==> config.mk <==
export PLATFORM = sky130hd
export DESIGN_NAME = xillylite_regfile
export DESIGN_NICKNAME = d
export VERILOG_FILES = /design/src/rtl/xillylite_pkg.sv /design/src/rtl/xillylite_regfile_irq_ctrl.sv /design/src/rtl/xillylite_regfile.sv
export SDC_FILE = /design/constraint.sdc
export NUM_CORES = 1
export LEC_CHECK = 0
export CAP_MARGIN = 20
export CORE_MARGIN = 3
export CORE_UTILIZATION = 30
export CTS_CLUSTER_SIZE = 10
export DETAILED_ROUTE_END_ITERATION = 10
export MAX_ROUTING_LAYER = met4
export SYNTH_ARGS = -nofsm -noshare
export SYNTH_HDL_FRONTEND = slang
export SYNTH_SLANG_ARGS = --single-unit
export TNS_END_PERCENT = 5
==> constraint.sdc <==
create_clock -name user_clk -period 3.3 [get_ports user_clk]
set_input_delay 0.66 -clock user_clk [delete_from_list [all_inputs] [get_ports user_clk]]
set_output_delay 0.66 -clock user_clk [all_outputs]
set_load 0.05 [all_outputs]
==> src/rtl/xillylite_pkg.sv <==
// -----------------------------------------------------------------------------
// xillylite_pkg
// Shared constants and helpers for the Xillybus Lite register file.
//   OFS_*            : control-window word offsets, relative to NREGS
//   ID_VALUE_DEFAULT : default constant returned by the ID register
//   strb_mask()      : expands a 4-bit byte strobe into a 32-bit bit mask
// -----------------------------------------------------------------------------
package xillylite_pkg;

    localparam int unsigned OFS_ID         = 0;
    localparam int unsigned OFS_IRQ_STATUS = 1;
    localparam int unsigned OFS_IRQ_ENABLE = 2;
    localparam int unsigned OFS_TIMESTAMP  = 3;

    localparam logic [31:0] ID_VALUE_DEFAULT = 32'h584C_0001;

    // Lane k of the strobe covers bits [8k+7:8k].
    function automatic logic [31:0] strb_mask(input logic [3:0] strb);
        logic [31:0] m;
        m = '0;
        for (int k = 0; k < 4; k++) begin
            m[8*k +: 8] = {8{strb[k]}};
        end
        return m;
    endfunction

endpackage

==> src/rtl/xillylite_regfile_irq_ctrl.sv <==
// -----------------------------------------------------------------------------
// xillylite_irq_ctrl
// Interrupt controller for the Lite register file: sticky per-source status
// bits (write-1-to-clear), a read/write enable mask and a registered level
// interrupt output.
//   clk_i, rst_i : clock, synchronous active-high reset
//   evt_i        : per-source one-cycle event pulses
//   sts_wr_i     : write strobe for IRQ_STATUS (W1C)
//   en_wr_i      : write strobe for IRQ_ENABLE
//   wr_bits_i    : write data already masked by the byte strobes
//   wr_mask_i    : byte-strobe bit mask (which enable bits get replaced)
//   status_o     : IRQ_STATUS, zero-extended to 32 bits
//   enable_o     : IRQ_ENABLE, zero-extended to 32 bits
//   irq_o        : registered OR of (status & enable)
// -----------------------------------------------------------------------------
module xillylite_irq_ctrl #(
    parameter int unsigned NIRQ = 8
) (
    input  logic            clk_i,
    input  logic            rst_i,
    input  logic [NIRQ-1:0] evt_i,
    input  logic            sts_wr_i,
    input  logic            en_wr_i,
    input  logic [NIRQ-1:0] wr_bits_i,
    input  logic [NIRQ-1:0] wr_mask_i,
    output logic [31:0]     status_o,
    output logic [31:0]     enable_o,
    output logic            irq_o
);

    logic [NIRQ-1:0] status_q, status_d;
    logic [NIRQ-1:0] enable_q, enable_d;
    logic            irq_q;

    always_comb begin
        status_d = status_q;
        if (sts_wr_i) begin
            status_d = status_q & ~wr_bits_i;
        end
        // Applied after the clear so a same-cycle event keeps the bit set.
        status_d = status_d | evt_i;

        enable_d = enable_q;
        if (en_wr_i) begin
            enable_d = (enable_q & ~wr_mask_i) | wr_bits_i;
        end
    end

    always_ff @(posedge clk_i) begin
        if (rst_i) begin
            status_q <= '0;
            enable_q <= '0;
            irq_q    <= 1'b0;
        end else begin
            status_q <= status_d;
            enable_q <= enable_d;
            // Built from the current registers, so the line follows any
            // status/enable change by exactly one cycle.
            irq_q    <= |(status_q & enable_q);
        end
    end

    assign status_o = 32'(status_q);
    assign enable_o = 32'(enable_q);
    assign irq_o    = irq_q;

endmodule

==> src/rtl/xillylite_regfile.sv <==
// -----------------------------------------------------------------------------
// xillylite_regfile
// Parametrised Xillybus Lite register file: an NREGS-word byte-lane scratch RAM
// followed by a four-word control window (ID, IRQ_STATUS, IRQ_ENABLE,
// TIMESTAMP). Reads have one cycle of latency; unmapped reads return 0.
//   user_clk, user_rst : clock, synchronous active-high reset
//   user_addr          : byte address, word index = user_addr[AW+1:2]
//   user_wren          : write qualifier
//   user_wstrb         : byte-lane enables
//   user_wr_data       : write data
//   user_rden          : read request
//   user_rd_data       : registered read data (holds when no read)
//   user_irq           : level interrupt
//   irq_event          : per-source event pulses
// -----------------------------------------------------------------------------
module xillylite_regfile
    import xillylite_pkg::*;
#(
    parameter int unsigned NREGS    = 32,
    parameter int unsigned NIRQ     = 8,
    parameter logic [31:0] ID_VALUE = ID_VALUE_DEFAULT
) (
    input  logic            user_clk,
    input  logic            user_rst,
    input  logic [31:0]     user_addr,
    input  logic            user_wren,
    input  logic [3:0]      user_wstrb,
    input  logic [31:0]     user_wr_data,
    input  logic            user_rden,
    output logic [31:0]     user_rd_data,
    output logic            user_irq,
    input  logic [NIRQ-1:0] irq_event
);

    // One extra index bit above the RAM range selects the control window.
    localparam int unsigned AW = $clog2(NREGS) + 1;
    localparam int unsigned RW = AW - 1;

    localparam logic [AW-1:0] W_ID  = AW'(NREGS + OFS_ID);
    localparam logic [AW-1:0] W_STS = AW'(NREGS + OFS_IRQ_STATUS);
    localparam logic [AW-1:0] W_EN  = AW'(NREGS + OFS_IRQ_ENABLE);
    localparam logic [AW-1:0] W_TS  = AW'(NREGS + OFS_TIMESTAMP);

    logic [AW-1:0] widx;
    logic          in_ram;
    logic [RW-1:0] ram_idx;
    logic [31:0]   wr_mask;
    logic [31:0]   wr_bits;
    logic          sts_wr;
    logic          en_wr;
    logic [31:0]   ram_rd;
    logic [31:0]   status;
    logic [31:0]   enable;
    logic [31:0]   ts_q;
    logic [31:0]   rd_data_q, rd_data_d;
    logic          unused_bits;

    // ---------------------------------------------------------------- decode
    assign widx    = user_addr[AW+1:2];
    assign in_ram  = ~widx[AW-1];
    assign ram_idx = widx[RW-1:0];

    assign wr_mask = strb_mask(user_wstrb);
    assign wr_bits = user_wr_data & wr_mask;
    assign sts_wr  = user_wren && (widx == W_STS);
    assign en_wr   = user_wren && (widx == W_EN);

    // Address bits outside the word index and irq bits past NIRQ are ignored.
    assign unused_bits = ^{user_addr[31:AW+2], user_addr[1:0], wr_bits, wr_mask};

    // ------------------------------------------------------------ scratch RAM
    // One byte array per lane; no reset so contents survive user_rst. The
    // combinational read sees the pre-edge contents, giving read-before-write.
    for (genvar k = 0; k < 4; k++) begin : g_lane
        logic [7:0] mem [NREGS];

        always_ff @(posedge user_clk) begin
            if (user_wren && user_wstrb[k] && in_ram) begin
                mem[ram_idx] <= user_wr_data[8*k +: 8];
            end
        end

        assign ram_rd[8*k +: 8] = mem[ram_idx];
    end

    // -------------------------------------------------------------- timestamp
    always_ff @(posedge user_clk) begin
        if (user_rst) begin
            ts_q <= '0;
        end else begin
            ts_q <= ts_q + 32'd1;
        end
    end

    // --------------------------------------------------------- irq controller
    xillylite_irq_ctrl #(
        .NIRQ (NIRQ)
    ) u_irq (
        .clk_i     (user_clk),
        .rst_i     (user_rst),
        .evt_i     (irq_event),
        .sts_wr_i  (sts_wr),
        .en_wr_i   (en_wr),
        .wr_bits_i (wr_bits[NIRQ-1:0]),
        .wr_mask_i (wr_mask[NIRQ-1:0]),
        .status_o  (status),
        .enable_o  (enable),
        .irq_o     (user_irq)
    );

    // --------------------------------------------------------------- read mux
    always_comb begin
        rd_data_d = rd_data_q;
        if (user_rden) begin
            if (in_ram) begin
                rd_data_d = ram_rd;
            end else begin
                case (widx)
                    W_ID:    rd_data_d = ID_VALUE;
                    W_STS:   rd_data_d = status;
                    W_EN:    rd_data_d = enable;
                    W_TS:    rd_data_d = ts_q;
                    default: rd_data_d = '0;
                endcase
            end
        end
    end

    always_ff @(posedge user_clk) begin
        if (user_rst) begin
            rd_data_q <= '0;
        end else begin
            rd_data_q <= rd_data_d;
        end
    end

    assign user_rd_data = rd_data_q;

endmodule

==> impl_results.md <==
* Fin crit share at between 80% and 90%
* Slowest-stage cell, CP: clkdlybuf4s50_1
* Port Buffers at 86
* # rows at 138
* Most area-hungry cell type in the Yosys netlist: edfxtp_1
* Max-cap violations at 0
* Max Fanout on Critical Path at 2
* Remaining global-route overflow at 0
* Top cells by count, synth: edfxtp_1, mux2i_1, o22ai_1
* Leak at 0.0181 uW
* Fillers at between 10,000 and 15,000
* Vias in the first global route at 24,500
* Worst Setup End Kind: output port
* Clk_lat worst skew at 0.70 ns
* Ys async rst share at 0%
* Iteration-0 DRC count of the detailed router at 2,768
* Synthesized area per cell at 16.7 um^2
* Seq cells post-synth at 1,105
* Slew Viols, Final at 0
* Max IR drop VDD at 0.000414 V
* Cell Pwr Density at 553 nW/um^2
* Worst setup path startpoint: user_rd_data[28]
* Nets at 3,088
* Final hold viol count at 0
* Routed wire length at 121,000 um
* Dpl hpwl at 81,700 um
* Die Footprint at 148,000 um^2
* Critical Path RT at 2.64 ns
* Crit start category: flip-flop
* Num CTS Buffers at 121
* GRT Total Usage at between 10% and 20%
* Delay-heaviest family, CP: buffers and inverters
* Ports at 113
* Initial Util at between 30 and 40%
* Synth cell types at 68
* Sum of buffers and inverters on the critical path at 1
* Largest net degree at the start of global routing at 50
* Average wire per standard cell at 24.3 um
* Worst Skew at about 0.026 ns
* DR vias at 25,100
* Layout area overhead at 21.4%
* Clock slew at reported path FFs at approximately 0.060 ns
* Mapped cell area at 43,100 um^2
* Setup_tns at 0 ns
* Pre-Repair DR Iteration Count at 5
* Run status: finished clean
* Hold_sp: user_rst
* Die Y at 385 um
* Arrival time at the worst endpoint at 2.03 ns
* Worst hold path class: in -> reg
* Htree depth at 3
* CTS root buf: clkbuf_16
* Post-CTS setup buffer count at 0
* Hold buffers post-CTS at 0
* Hold slack at 0.396 ns
* Final setup vio count at 0
* Initial antenna violation count at 5
* CTS sink count at 1,105
* Post-synth top area share at 71.3%
* FF-to-FF Start: ts_q[18]
* Post-synth EDFFs at 1,024
* Sequential fraction of the synthesis area at 75.1%
* Post-CTS resize count at 0
* Fraction of layout cells with a size suffix above 1 at around 18%
* Post-route ant nets at 0
* Cell Chain, Critical Path: clkdlybuf4s50_1
* Most used DFF post-synth: edfxtp_1
* First-pass GRT wire length at 173,000 um
* Post-synth net total at between 2,000 and 3,000
* Die X at 385 um
* Synth Instances at roughly 2,600
* Max transition margin at 36.9%
* Unrepaired setup endpoints after global routing: false
* Top cells by area, synth: edfxtp_1, mux2i_1, dfxtp_1
* Crit-path max cell delay at around 0.86 ns
* CTS tree: done
* Longest Clk Path Bufs at 3
* Slew @ Worst Pin at 0.943 ns
* Final min period at 2.69 ns
* WS Path Type: reg -> out
* YS warnings at 0
* Vias per inst at between 5 and 6
* Post-route DRC at 0
* RePlAce Congestion at 0.911
* Core box area at 142,000 um^2
* Top-count cell post-synth: edfxtp_1
* Max Fclk at ~370 MHz
* Pwr Total at 28,900 uW
[power breakdown]
part | leakage (uW) | switching (uW) | internal, uW
logic | 0.00660 | 1000 | 617
clock network | 0.00163 | 5090 | 6800
registers | 0.00986 | 44.1 | 15400
total | 0.0181 | 6140 | 22800
[layer usage]
metal | share of wire [%] | up-vias | global-route usage [%]
met5 | 0 | - | -
met2 | 47 | 1026 | 25.6
met3 | 8.2 | 158 | 3.06
li1 | - | 11100 | -
met1 | 43 | 12800 | 22.2
met4 | 2.1 | 0 | 4.07
[placed cells by master, fill, tap and decap left out, types with 4 or more instances in the layout]
cell | Yosys | final
a21oi_1 | 43 | 43
nand3_1 | 14 | 14
a221o_1 | 8 | 8
and3_1 | 5 | 5
or2_2 | 7 | 7
mux4_2 | 19 | 19
xnor2_1 | 9 | 9
buf_12 | 0 | 44
nor2_1 | 206 | 205
edfxtp_1 | 1024 | 1024
clkdlybuf4s50_1 | 0 | 83
a211o_1 | 7 | 7
clkbuf_16 | 0 | 123
o22ai_1 | 228 | 228
a22oi_1 | 14 | 14
xor2_1 | 20 | 20
nand4_1 | 13 | 13
buf_4 | 12 | 326
inv_1 | 5 | 5
or4b_1 | 4 | 4
nand2b_1 | 8 | 8
a221o_2 | 10 | 10
nor3_1 | 15 | 15
nor4_1 | 59 | 59
nand4bb_2 | 0 | 5
nand4b_1 | 4 | 4
o21ai_0 | 12 | 12
clkbuf_1 | 32 | 53
and2_1 | 7 | 7
mux2i_1 | 484 | 484
nand2_1 | 61 | 61
dfxtp_1 | 81 | 81
[registers in the layout, summed over array words and instances (netlist names), named ones only]
name	cells
ts_q	32
user_rd_data	32
u_irq.status_q	8
u_irq.irq_o	1
g_lane.mem	1024
[metrics by stage]
step | instance area (um^2) | setup slack [ns] | instances | utilization, %
after floorplan | 43100 | 0.471 | 2576 | -
after detailed placement | 49000 | 0.00627 | 4774 | 34.5
after global placement | 48900 | 0.0139 | 4773 | 34.4
final | 52400 | 0.611 | 4962 | 36.8
after global routing | 52400 | 0.553 | 4961 | 36.8
after CTS | 52300 | 0.521 | 4959 | 36.8
[cell families after synthesis]
| family | Yosys count | synth area share, % |
|---|---|---|
| compound gates | 349 | 5.32 |
| xor+xnor | 29 | 0.589 |
| fa+ha+maj | 1 | 0.0290 |
| buf+inv | 154 | 1.81 |
| flops | 1105 | 75.1 |
| mux | 504 | 12.3 |
| simple gates | 434 | 4.93 |
[path summary, 6_finish.rpt]
| path | depth (start not counted) | slack, ns | to |
|---|---|---|---|
| max | 1 | 0.61 | user_rd_data[28] |
| min | 2 | 0.40 | ts_q[8] |
| max reg2reg | 5 | 1.20 | ts_q[30] |
| min reg2reg | 1 | 0.47 | user_rd_data[2] |
[layout make-up]
type	instances	area, um^2	area share, %
sequential	1105	32400	61.8
clock inverter	7	78.8	0.151
multi-input combinational	1317	10000	19.1
tap	1890	2360	4.52
inverter	5	18.8	0.0358
timing repair buffer	457	4210	8.04
clock buffer	178	3300	6.31
antenna	3	7.51	0.0143
Note: power is estimated with default switching activity, not from simulation.
